`src/rtl/bp_pkg.sv`:
```
// rtl/bp_pkg.sv - shared constants and helpers for the branch direction predictor
package bp_pkg;

  localparam int HASH_GSHARE    = 0;
  localparam int HASH_BIMODAL   = 1;
  localparam int MAX_CTR_BITS   = 4;
  localparam int MAX_INDEX_BITS = 12;

  // Saturating up/down step for a counter of 'width' bits held in a max-width container.
  function automatic logic [MAX_CTR_BITS-1:0] sat_update(
    input logic [MAX_CTR_BITS-1:0] ctr,
    input logic                    taken,
    input int                      width
  );
    logic [MAX_CTR_BITS-1:0] ctr_max;
    logic [MAX_CTR_BITS-1:0] result;
    ctr_max = MAX_CTR_BITS'((1 << width) - 1);
    if (taken) begin
      result = (ctr >= ctr_max) ? ctr_max : ctr + MAX_CTR_BITS'(1);
    end else begin
      result = (ctr == '0) ? '0 : ctr - MAX_CTR_BITS'(1);
    end
    return result;
  endfunction

  function automatic logic [MAX_INDEX_BITS-1:0] gshare_hash(
    input logic [MAX_INDEX_BITS-1:0] pc_idx,
    input logic [MAX_INDEX_BITS-1:0] ghr
  );
    return pc_idx ^ ghr;
  endfunction

endpackage

```
`src/rtl/gshare_predictor_if.sv`:
```
// rtl/gshare_predictor_if.sv - lookup and resolve bundle between the pipeline and the predictor
interface gshare_predictor_if #(
  parameter int PC_BITS    = 32,
  parameter int INDEX_BITS = 8,
  parameter int GHR_BITS   = 8,
  parameter int CTR_BITS   = 2
);

  logic [PC_BITS-1:0]    lookup_pc;
  logic                  lookup_spec;
  logic                  pred_taken;
  logic [CTR_BITS-1:0]   pred_ctr;
  logic [INDEX_BITS-1:0] pred_index;
  logic [GHR_BITS-1:0]   pred_ghr;
  logic                  resolve_valid;
  logic [INDEX_BITS-1:0] resolve_index;
  logic [GHR_BITS-1:0]   resolve_ghr;
  logic                  resolve_pred_taken;
  logic                  resolve_taken;
  logic                  mispredict;

  modport master (
    output lookup_pc, lookup_spec,
    output resolve_valid, resolve_index, resolve_ghr, resolve_pred_taken, resolve_taken,
    input  pred_taken, pred_ctr, pred_index, pred_ghr, mispredict
  );

  modport slave (
    input  lookup_pc, lookup_spec,
    input  resolve_valid, resolve_index, resolve_ghr, resolve_pred_taken, resolve_taken,
    output pred_taken, pred_ctr, pred_index, pred_ghr, mispredict
  );

endinterface

```
`src/rtl/bp_counter_table.sv`:
```
// rtl/bp_counter_table.sv - flop array of saturating counters, async read, sync read-modify-write update
module bp_counter_table
  import bp_pkg::*;
#(
  parameter int INDEX_BITS = 8,
  parameter int CTR_BITS   = 2,
  parameter int CTR_INIT   = 1
) (
  input  logic                  clk,
  input  logic                  rst,
  input  logic [INDEX_BITS-1:0] rd_index,
  output logic [CTR_BITS-1:0]   rd_ctr,
  input  logic                  upd_valid,
  input  logic [INDEX_BITS-1:0] upd_index,
  input  logic                  upd_taken
);

  localparam int ENTRIES = 1 << INDEX_BITS;

  logic [CTR_BITS-1:0]     ctr_q [ENTRIES];
  logic [MAX_CTR_BITS-1:0] upd_full;
  logic [CTR_BITS-1:0]     upd_ctr;
  logic                    unused_upd_bits;

  // The read port sees only flop contents, so a same-index update is invisible until the next cycle.
  assign rd_ctr          = ctr_q[rd_index];
  assign upd_full        = sat_update(MAX_CTR_BITS'(ctr_q[upd_index]), upd_taken, CTR_BITS);
  assign upd_ctr         = upd_full[CTR_BITS-1:0];
  assign unused_upd_bits = ^upd_full;

  always_ff @(posedge clk or posedge rst) begin
    if (rst) begin
      for (int i = 0; i < ENTRIES; i++) begin
        ctr_q[i] <= CTR_BITS'(CTR_INIT);
      end
    end else if (upd_valid) begin
      ctr_q[upd_index] <= upd_ctr;
    end
  end

endmodule

```
`src/rtl/gshare_predictor.sv`:
```
// rtl/gshare_predictor.sv - gshare/bimodal direction predictor with speculative and committed history
module gshare_predictor
  import bp_pkg::*;
#(
  parameter int PC_BITS    = 32,
  parameter int INDEX_BITS = 8,
  parameter int GHR_BITS   = 8,
  parameter int CTR_BITS   = 2,
  parameter int CTR_INIT   = 1,
  parameter int HASH_MODE  = 0,
  parameter int STAT_BITS  = 13
) (
  input  logic                  clk,
  input  logic                  rst,
  gshare_predictor_if.slave     bp,
  input  logic                  clear_stats,
  output logic [STAT_BITS-1:0]  predictions_made,
  output logic [STAT_BITS-1:0]  correct_predictions,
  output logic [GHR_BITS-1:0]   committed_ghr
);

  logic [GHR_BITS-1:0]       spec_ghr;
  logic [INDEX_BITS-1:0]     pc_idx;
  logic [INDEX_BITS-1:0]     lookup_index;
  logic [MAX_INDEX_BITS-1:0] hash_full;
  logic [CTR_BITS-1:0]       pred_ctr;
  logic                      pred_taken;
  logic                      correct;
  logic [GHR_BITS:0]         spec_cat;
  logic [GHR_BITS:0]         restore_cat;
  logic [GHR_BITS:0]         commit_cat;
  logic                      unused_bits;

  assign pc_idx       = bp.lookup_pc[INDEX_BITS+1:2];
  assign hash_full    = gshare_hash(MAX_INDEX_BITS'(pc_idx), MAX_INDEX_BITS'(spec_ghr));
  assign lookup_index = (HASH_MODE == HASH_BIMODAL) ? pc_idx : hash_full[INDEX_BITS-1:0];

  bp_counter_table #(
    .INDEX_BITS (INDEX_BITS),
    .CTR_BITS   (CTR_BITS),
    .CTR_INIT   (CTR_INIT)
  ) u_table (
    .clk       (clk),
    .rst       (rst),
    .rd_index  (lookup_index),
    .rd_ctr    (pred_ctr),
    .upd_valid (bp.resolve_valid),
    .upd_index (bp.resolve_index),
    .upd_taken (bp.resolve_taken)
  );

  assign pred_taken    = pred_ctr[CTR_BITS-1];
  assign bp.pred_taken = pred_taken;
  assign bp.pred_ctr   = pred_ctr;
  assign bp.pred_index = lookup_index;
  assign bp.pred_ghr   = spec_ghr;
  assign correct       = (bp.resolve_taken == bp.resolve_pred_taken);
  assign bp.mispredict = bp.resolve_valid && !correct;

  // Shift-in via a one-bit-wider concat keeps GHR_BITS = 1 on the same path; the dropped MSB is discarded.
  assign spec_cat    = {spec_ghr, pred_taken};
  assign restore_cat = {bp.resolve_ghr, bp.resolve_taken};
  assign commit_cat  = {committed_ghr, bp.resolve_taken};
  assign unused_bits = ^{bp.lookup_pc, hash_full, spec_cat, restore_cat, commit_cat};

  always_ff @(posedge clk or posedge rst) begin
    if (rst) begin
      spec_ghr            <= '0;
      committed_ghr       <= '0;
      predictions_made    <= '0;
      correct_predictions <= '0;
    end else begin
      if (bp.mispredict) begin
        spec_ghr <= restore_cat[GHR_BITS-1:0];
      end else if (bp.lookup_spec) begin
        spec_ghr <= spec_cat[GHR_BITS-1:0];
      end

      if (bp.resolve_valid) begin
        committed_ghr <= commit_cat[GHR_BITS-1:0];
      end

      // A clear in the same cycle as a resolve drops that resolve from the statistics.
      if (clear_stats) begin
        predictions_made    <= '0;
        correct_predictions <= '0;
      end else if (bp.resolve_valid) begin
        if (predictions_made != '1) begin
          predictions_made <= predictions_made + STAT_BITS'(1);
        end
        if (correct && (correct_predictions != '1)) begin
          correct_predictions <= correct_predictions + STAT_BITS'(1);
        end
      end
    end
  end

endmodule

```
`src/flat_wrapper.sv`:
```
// flat-port wrapper written by rule: the top's interface ports become plain ports
module gshare_predictor_flat import bp_pkg::*;
#(
  parameter int PC_BITS    = 32,
  parameter int INDEX_BITS = 8,
  parameter int GHR_BITS   = 8,
  parameter int CTR_BITS   = 2,
  parameter int CTR_INIT   = 1,
  parameter int HASH_MODE  = 0,
  parameter int STAT_BITS  = 13
)
  (clk, rst, clear_stats, predictions_made, correct_predictions, committed_ghr, bp_lookup_pc, bp_lookup_spec, bp_resolve_valid, bp_resolve_index, bp_resolve_ghr, bp_resolve_pred_taken, bp_resolve_taken, bp_pred_taken, bp_pred_ctr, bp_pred_index, bp_pred_ghr, bp_mispredict);
  gshare_predictor_if #(.PC_BITS(PC_BITS), .INDEX_BITS(INDEX_BITS), .GHR_BITS(GHR_BITS), .CTR_BITS(CTR_BITS)) bp_i ();
  input  logic clk;
  input  logic rst;
  input  logic clear_stats;
  output logic [STAT_BITS-1:0] predictions_made;
  output logic [STAT_BITS-1:0] correct_predictions;
  output logic [GHR_BITS-1:0] committed_ghr;
  input wire logic [$bits(bp_i.lookup_pc)-1:0] bp_lookup_pc;
  input wire logic [$bits(bp_i.lookup_spec)-1:0] bp_lookup_spec;
  input wire logic [$bits(bp_i.resolve_valid)-1:0] bp_resolve_valid;
  input wire logic [$bits(bp_i.resolve_index)-1:0] bp_resolve_index;
  input wire logic [$bits(bp_i.resolve_ghr)-1:0] bp_resolve_ghr;
  input wire logic [$bits(bp_i.resolve_pred_taken)-1:0] bp_resolve_pred_taken;
  input wire logic [$bits(bp_i.resolve_taken)-1:0] bp_resolve_taken;
  output wire logic [$bits(bp_i.pred_taken)-1:0] bp_pred_taken;
  output wire logic [$bits(bp_i.pred_ctr)-1:0] bp_pred_ctr;
  output wire logic [$bits(bp_i.pred_index)-1:0] bp_pred_index;
  output wire logic [$bits(bp_i.pred_ghr)-1:0] bp_pred_ghr;
  output wire logic [$bits(bp_i.mispredict)-1:0] bp_mispredict;
  assign bp_i.lookup_pc = bp_lookup_pc;
  assign bp_i.lookup_spec = bp_lookup_spec;
  assign bp_i.resolve_valid = bp_resolve_valid;
  assign bp_i.resolve_index = bp_resolve_index;
  assign bp_i.resolve_ghr = bp_resolve_ghr;
  assign bp_i.resolve_pred_taken = bp_resolve_pred_taken;
  assign bp_i.resolve_taken = bp_resolve_taken;
  assign bp_pred_taken = bp_i.pred_taken;
  assign bp_pred_ctr = bp_i.pred_ctr;
  assign bp_pred_index = bp_i.pred_index;
  assign bp_pred_ghr = bp_i.pred_ghr;
  assign bp_mispredict = bp_i.mispredict;
  gshare_predictor #(.PC_BITS(PC_BITS), .INDEX_BITS(INDEX_BITS), .GHR_BITS(GHR_BITS), .CTR_BITS(CTR_BITS), .CTR_INIT(CTR_INIT), .HASH_MODE(HASH_MODE), .STAT_BITS(STAT_BITS)) u_core (.clk(clk), .rst(rst), .bp(bp_i), .clear_stats(clear_stats), .predictions_made(predictions_made), .correct_predictions(correct_predictions), .committed_ghr(committed_ghr));
endmodule
```
`config.mk`:
```
export PLATFORM = sky130hd
export DESIGN_NAME = gshare_predictor_flat
export DESIGN_NICKNAME = d
export VERILOG_FILES = /design/src/rtl/bp_pkg.sv /design/src/rtl/gshare_predictor_if.sv /design/src/rtl/bp_counter_table.sv /design/src/rtl/gshare_predictor.sv /design/src/flat_wrapper.sv
export SDC_FILE = /design/constraint.sdc
export NUM_CORES = 2
export LEC_CHECK = 0
export ABC_AREA = 1
export BUFFER_PORTS_ARGS = -buffer_cell sky130_fd_sc_hd__buf_2
export CORE_MARGIN = 4
export CORE_UTILIZATION = 40
export DETAILED_ROUTE_END_ITERATION = 8
export PLACE_DENSITY_LB_ADDON = 0.1
export REMOVE_ABC_BUFFERS = 1
export SLEW_MARGIN = 20
export SYNTH_ARGS = -nofsm -noshare
export SYNTH_HDL_FRONTEND = slang
export SYNTH_SLANG_ARGS = --single-unit
```
`constraint.sdc`:
```
create_clock -name clk -period 30.6 [get_ports clk]
set_input_delay 0 -clock clk [delete_from_list [all_inputs] [get_ports clk]]
set_output_delay 0 -clock clk [all_outputs]
set_load 0.01 [all_outputs]
```
== Word-level counts from Yosys, hierarchy flattened ==
Cells that the tools add are included.
W data, S select, Z words.

* $add $sub $neg: 4
* Magnitude comparators: 4
* Eq/ne operators: 3
* Muxes and demuxes: 20
* Bitwise gates (word level): 3
* Reductions and logical operators: 11

{| class="wikitable"
|+ Operator list
! kind !! number
|-
| $bwmux W512 || 1
|-
| $mux W13 || 6
|-
| $bmux W2 S8 || 2
|-
| $add A13 B1 Y13 const B || 2
|-
| $ne A13 B13 Y1 const B || 2
|-
| $ge A9 B9 Y1 const B || 2
|-
| $not A8 Y9 || 2
|-
| $demux W2 S8 || 1
|-
| $mux W2 || 8
|-
| $mux W8 || 2
|-
| $lt A9 B1 Y1 const B || 1
|-
| $reduce_bool A2 Y1 || 4
|-
| $xor A8 B8 Y8 || 1
|-
| $reduce_and A2 Y1 || 2
|-
| $logic_and A1 B1 Y1 || 3
|-
| $add A2 B1 Y2 const B || 1
|-
| $ge A2 B2 Y1 const B || 1
|-
| $logic_not A2 Y1 || 1
|-
| $sub A2 B1 Y2 const B || 1
|-
| $eq A1 B1 Y1 || 1
|-
| $logic_not A1 Y1 || 1
|}

* Flip-flop bits (word level): 554

== Logic depth before layout (Yosys ltp) ==
* Word-level depth: 8
* Gate-level depth with buffers: 22
* Depth with buffers taken out: 17

== Modules after synthesis ==
From an unflattened synthesis, not the netlist that was laid out.

* Cells, all modules: 5592
* Area, all modules: 35351.4 µm²

{| class="wikitable"
|+ By module, submodules not included
! module !! instances !! cells an instance !! area an instance (µm²) !! sequential area each (µm²)
|-
| bp_counter_table || 1 || 5267 || 32970.4 || 13132.6
|-
| gshare_predictor || 1 || 325 || 2381.0 || 1051.0
|}

== Worst setup path before layout ==
Ideal clock, no wire load.

* Path type: register to register
* Start point: reg u_core.spec_ghr[0], in the netlist u_core.bp.pred_ghr[0]
* End point: reg u_core.spec_ghr[0], in the netlist u_core.bp.pred_ghr[0]
* Arrival: 2.173 ns
* Path slack: 28.310 ns
* Cell stages (with the launch flop): 18
* Path buffers: 3
* Clock period less this slack: 2.290 ns
* Path through: dfrtp_1 inv_1 nand2_1 nand2_1 buf_2 clkbuf_1 buf_2 nand2_1 nand3_1 nand3_1 nand3_1 nand3_1 nand3_1 nand3_1 nand3_1 nand2_1 nand2_1 nand2_1

* Longest elaborated chain between the ends: 7

{| class="wikitable"
|+ RTL lines
! item !! line !! source
|-
| start, declared || gshare_predictor.sv:22 || <nowiki>logic [GHR_BITS-1:0] spec_ghr;</nowiki>
|-
| start signal, assigned || gshare_predictor.sv:74 || <nowiki>spec_ghr <= restore_cat[GHR_BITS-1:0];</nowiki>
|-
| start signal, assigned || gshare_predictor.sv:76 || <nowiki>spec_ghr <= spec_cat[GHR_BITS-1:0];</nowiki>
|-
| $xor A8 B8 Y8 || bp_pkg.sv:30 || <nowiki>return pc_idx ^ ghr;</nowiki>
|-
| $not A8 Y9 (implied by the code) || bp_counter_table.sv:26 || <nowiki>assign rd_ctr = ctr_q[rd_index];</nowiki>
|-
| $bmux W2 S8 || bp_counter_table.sv:26 ||
|-
| $mux W2 (implied by the code) (2 in a row) || bp_counter_table.sv:26 ||
|-
| via bp_pred_taken || flat_wrapper.sv:27 || <nowiki>output wire logic [$bits(bp_i.pred_taken)-1:0] bp_pred_taken;</nowiki>
|-
| $mux W8 || gshare_predictor.sv:75 || <nowiki>end else if (bp.lookup_spec) begin</nowiki>
|-
| $mux W8 || gshare_predictor.sv:73 || <nowiki>if (bp.mispredict) begin</nowiki>
|}

The timed path passes the listed nets, and every way through them passes these cells. The select of a mux whose other input is x is not followed.
A chain may end at the register's enable or synchronous reset.

== Worst setup path in the final report ==
* Start point: in bp_resolve_index[0]
* End point: reg u_core.u_table.ctr_q[34] in the netlist's numbering

* Longest elaborated chain between the ends: 8
* Elaborated cells on any way between the ends: 17

{| class="wikitable"
|+ RTL lines
! item !! line !! source
|-
| start, declared || flat_wrapper.sv:23 || <nowiki>input wire logic [$bits(bp_i.resolve_index)-1:0] bp_resolve_index;</nowiki>
|-
| $not A8 Y9 (implied by the code) * || bp_counter_table.sv:27, bp_counter_table.sv:37 ||
|-
| $bmux W2 S8 || bp_counter_table.sv:27 || <nowiki>assign upd_full = sat_update(MAX_CTR_BITS'(ctr_q[upd_index]), upd_taken, CTR_BITS);</nowiki>
|-
| $mux W2 (implied by the code) (2 in a row) || bp_counter_table.sv:27 ||
|-
| $sub A2 B1 Y2, or another cell as far along || bp_pkg.sv:21 || <nowiki>result = (ctr == '0) ? '0 : ctr - MAX_CTR_BITS'(1);</nowiki>
|-
| $mux W2 (on tied branches) || bp_pkg.sv:21, bp_pkg.sv:19 ||
|-
| $mux W2 || bp_pkg.sv:18 || <nowiki>if (taken) begin</nowiki>
|-
| $bwmux W512 * || bp_counter_table.sv:37 || <nowiki>ctr_q[upd_index] <= upd_ctr;</nowiki>
|-
| end signal, assigned by index || bp_counter_table.sv:34 || <nowiki>ctr_q[i] <= CTR_BITS'(CTR_INIT);</nowiki>
|-
| end signal, assigned by index || bp_counter_table.sv:37 ||
|-
| end, declared || bp_counter_table.sv:20 || <nowiki>logic [CTR_BITS-1:0] ctr_q [ENTRIES];</nowiki>
|}

Mark *: on every way between the ends. The rest lies on a longest branch, timed or not. The select of a mux whose other input is x is not followed.

==> summary.md <==
| Metric | Value |
|---|---|
| TritonCTS buffer count | `71` |
| Crit. End Element | `register` |
| Mean Syn Cell Area | `6.35 sq um` |
| Adder-Cell Fraction of Synth Area | `0.0691%` |
| DR vias | `37,700` |
| Sequential cell area fraction in the yosys report | `39.1%` |
| CTS max path bufs | `3` |
| DPL Wire Length | `83,300 um` |
| Worst slack on hold paths | `0.0435 ns` |
| Critical path class | `in2reg` |
| Maxcap violations | `0` |
| Post-synthesis cell type count | `37` |
| Reg power frac | `36.0%` |
| Worst-path clk slew | `0.06 ns` |
| Post-synth EDFFs | `0` |
| Chip width | `309 um` |
| Clk root buf | `clkbuf_16` |
| Yosys reg bits | `554` |
| Final setup viols | `0` |
| Worst slew margin | `21.1%` |
| Share of layout cells above drive strength 1 | `9.62%` |
| Gate Count Post-Synth | `5,709` |
| Post-synth top cells | `2,406 x nand2_1, 887 x nand3_1, 626 x inv_1` |
| GPL Wtd Cong | `0.872` |
| Routed Antenna Nets | `0` |
| Complex-gate fraction of the synthesized area | `5.90%` |
| Final core occ | `44.1%` |
| Cell area power density | `55.1 nW/um^2` |
| Pins Over Slew Limit | `0` |
| Fin crit period | `6.75 ns` |
| Net switching power figure | `783 uW` |
| CP max FO | `95` |
| Worst-Skew Late Latency | `0.65 ns` |
| Setup TNS | `0 ns` |
| Setup crit start kind | `primary input` |
| Synth top area cells | `nand2_1 25%, dfrtp_1 21%, dfstp_2 19%` |
| Die Area | `95,500 sq um` |
| Largest net degree at the start of global routing | `201` |
| Status | `completed` |
| Xor/xnor share of the synthesized area | `0.193%` |
| CTS tree | `done` |
| Top-area cell type share of the netlist area | `24.9%` |
| Fin nets | `5,666` |
| First-pass GRT wire length | `224,000 um` |
| Asr flop ratio synth | `100%` |
| Comb power frac | `24.4%` |
| Final Cycle Share | `22.1%` |
| Clk pwr share | `39.6%` |
| Crit path from | `bp_resolve_index[0]` |
| Area Overhead vs Synth | `9.29%` |
| Worst Hold Class | `in2async` |
| Fill count | `9,476` |
| Synth Flop Type | `dfrtp_1` |
| RSZ-0062 raised after global routing | `false` |
| Area leader, netlist | `nand2_1` |
| DR DRC count | `0` |
| Worst-Margin Slew | `1.18 ns` |
| Post-Syn Area | `36,200 sq um` |
| Critical Path AT | `7.34 ns` |
| Remaining global-route overflow | `0` |
| Leakage | `18.7 nW` |
| Number of global-route vias before repair | `35,700` |
| Antenna violations before repair | `4` |
| Flop-to-flop setup slack | `24.88 ns` |
| FF-to-FF Start | `u_core.u_table.ctr_q[116]` |
| WL/cell | `21.6 um` |
| Sw Ratio | `35.9%` |
| Post-CTS sizing | `0` |
| Tot GR Track Use | `30.8%` |
| Max VDD drop | `0.0595 mV` |
| Combinational family with the most area after synthesis | `simple AND/OR/NAND/NOR gates` |
| Post-Route WL | `148,000 um` |
| First drt pass iteration count | `6` |
| Final Skew | `0.0254 ns` |
| Worst EP required | `31.19 ns` |
| Htree depth | `3` |
| Most numerous cell in the Yosys netlist | `nand2_1` |
| Final hold vios | `0` |
| YS warnings | `0` |
| Clock Sinks | `554` |
| Via density | `5.50` |
| I/O pin cnt | `109` |
| Die Height | `309 um` |
| Internal | `1.40 mW` |
| Initial Util | `40.3%` |
| IO buf count | `83` |
| Fmax | `148 MHz` |
| Multiplexer share of the synthesized area | `0%` |
| Num rows | `110` |
| Post-Synth Simple-Gate Area | `42.9%` |
| Core area | `89,900 sq um` |
| 1st-iter DRT viols | `3,776` |
==> worst max-delay path: stages <==
cell and delay, ns:
buf_8 0.49, clkinv_2 0.61, buf_4 0.46, buf_4 0.39, nand2_1 0.14, nand2_1 0.06, nand2_1 0.05, nand2_1 0.07
nand2_1 0.06, nand2_1 0.07, nor2_1 0.15, nor2_1 0.17, nor2_1 0.27, nand2_1 0.24, nor2_2 0.18, nand3_1 0.15
nand2_4 0.56, buf_4 0.94, buf_4 0.94, buf_4 0.79, nand3_1 0.16, nand2_1 0.12
==> through the flow <==
step,area [sq um],worst slack [ns],power (mW),instances
final,39600,23.85,2.18,6842
after global routing,39600,23.56,2.27,6840
after CTS,39600,24.09,2.19,6840
after detailed placement,37000,23.39,1.31,6683
after global placement,37000,23.49,1.31,6683
after floorplan,34400,15.53,1.14,5356
==> power groups by stage <==
stage	sequential, mW	clock [mW]	combinational, mW
3_5_place_dp	0.796	0	0.517
5_1_grt	0.788	0.911	0.575
4_1_cts	0.785	0.881	0.523
3_3_place_gp	0.796	0	0.515
2_1_floorplan	0.792	0	0.349
6_report	0.785	0.865	0.533
==> layer usage <==
layer / GRT usage, % / wire length [um] / up-vias
met5: 0 / 16 / -
li1: - / - / 17700
met4: 13.1 / 6940 / 2
met3: 5.53 / 12100 / 340
met1: 41.8 / 63700 / 18100
met2: 48.4 / 65100 / 1522
==> registers in the layout, summed over array words and instances (netlist names) <==
register and flops:
u_core.u_table.ctr_q 512, u_core.committed_ghr 8, u_core.bp.pred_ghr 8, u_core.correct_predictions 13, u_core.predictions_made 13
==> path summary, 6_finish.rpt <==
path                                                   to  cells past startpoint
worst max-delay path             u_core.u_table.ctr_q[34]                     22
worst min-delay path            u_core.u_table.ctr_q[449]                      3
worst max register to register   u_core.u_table.ctr_q[34]                     18
worst min register to register  u_core.u_table.ctr_q[358]                      2
max in group asynchronous       u_core.u_table.ctr_q[433]                      6
min in group clk                u_core.u_table.ctr_q[448]                      7
==> repair_timing <==
item | CTS | global route
hold buffers | 29 | 0
endpoints found under the hold margin | 139 | 0
setup buffers | 0 | 0
==> cell type report <==
class                      count  area (sq um)  area share [%]
timing repair buffer         180          1280            3.23
clock buffer                 108          2070            5.22
sequential                   554         14200            35.8
multi-input combinational   4155         17900            45.2
inverter                     647          2440            6.17
tap                         1176          1470            3.72
clock inverter                20           249           0.629
antenna                        2          5.00          0.0126
==> placed cells by master, fill, tap and decap left out, drive strengths merged, types with 26 or more instances in the layout <==
cell type    netlist  routed
clkbuf           134     108
o21ai            222     222
dlygate4sd3        0      29
nor2             292     292
nor3             165     165
a21oi             44      44
buf              219     151
dfstp            256     256
nand2           2409    2409
nand3            887     887
o211ai            65      65
clkinv            16      26
dfrtp            298     298
inv              631     637
==> logic make-up after synthesis <==
group           Yosys count
xor+xnor                  8
flops                   554
compound gates          376
simple gates           3769
fa+ha+maj                 2
buf+inv                1000
No activity file was read; power rests on OpenSTA's default activity.
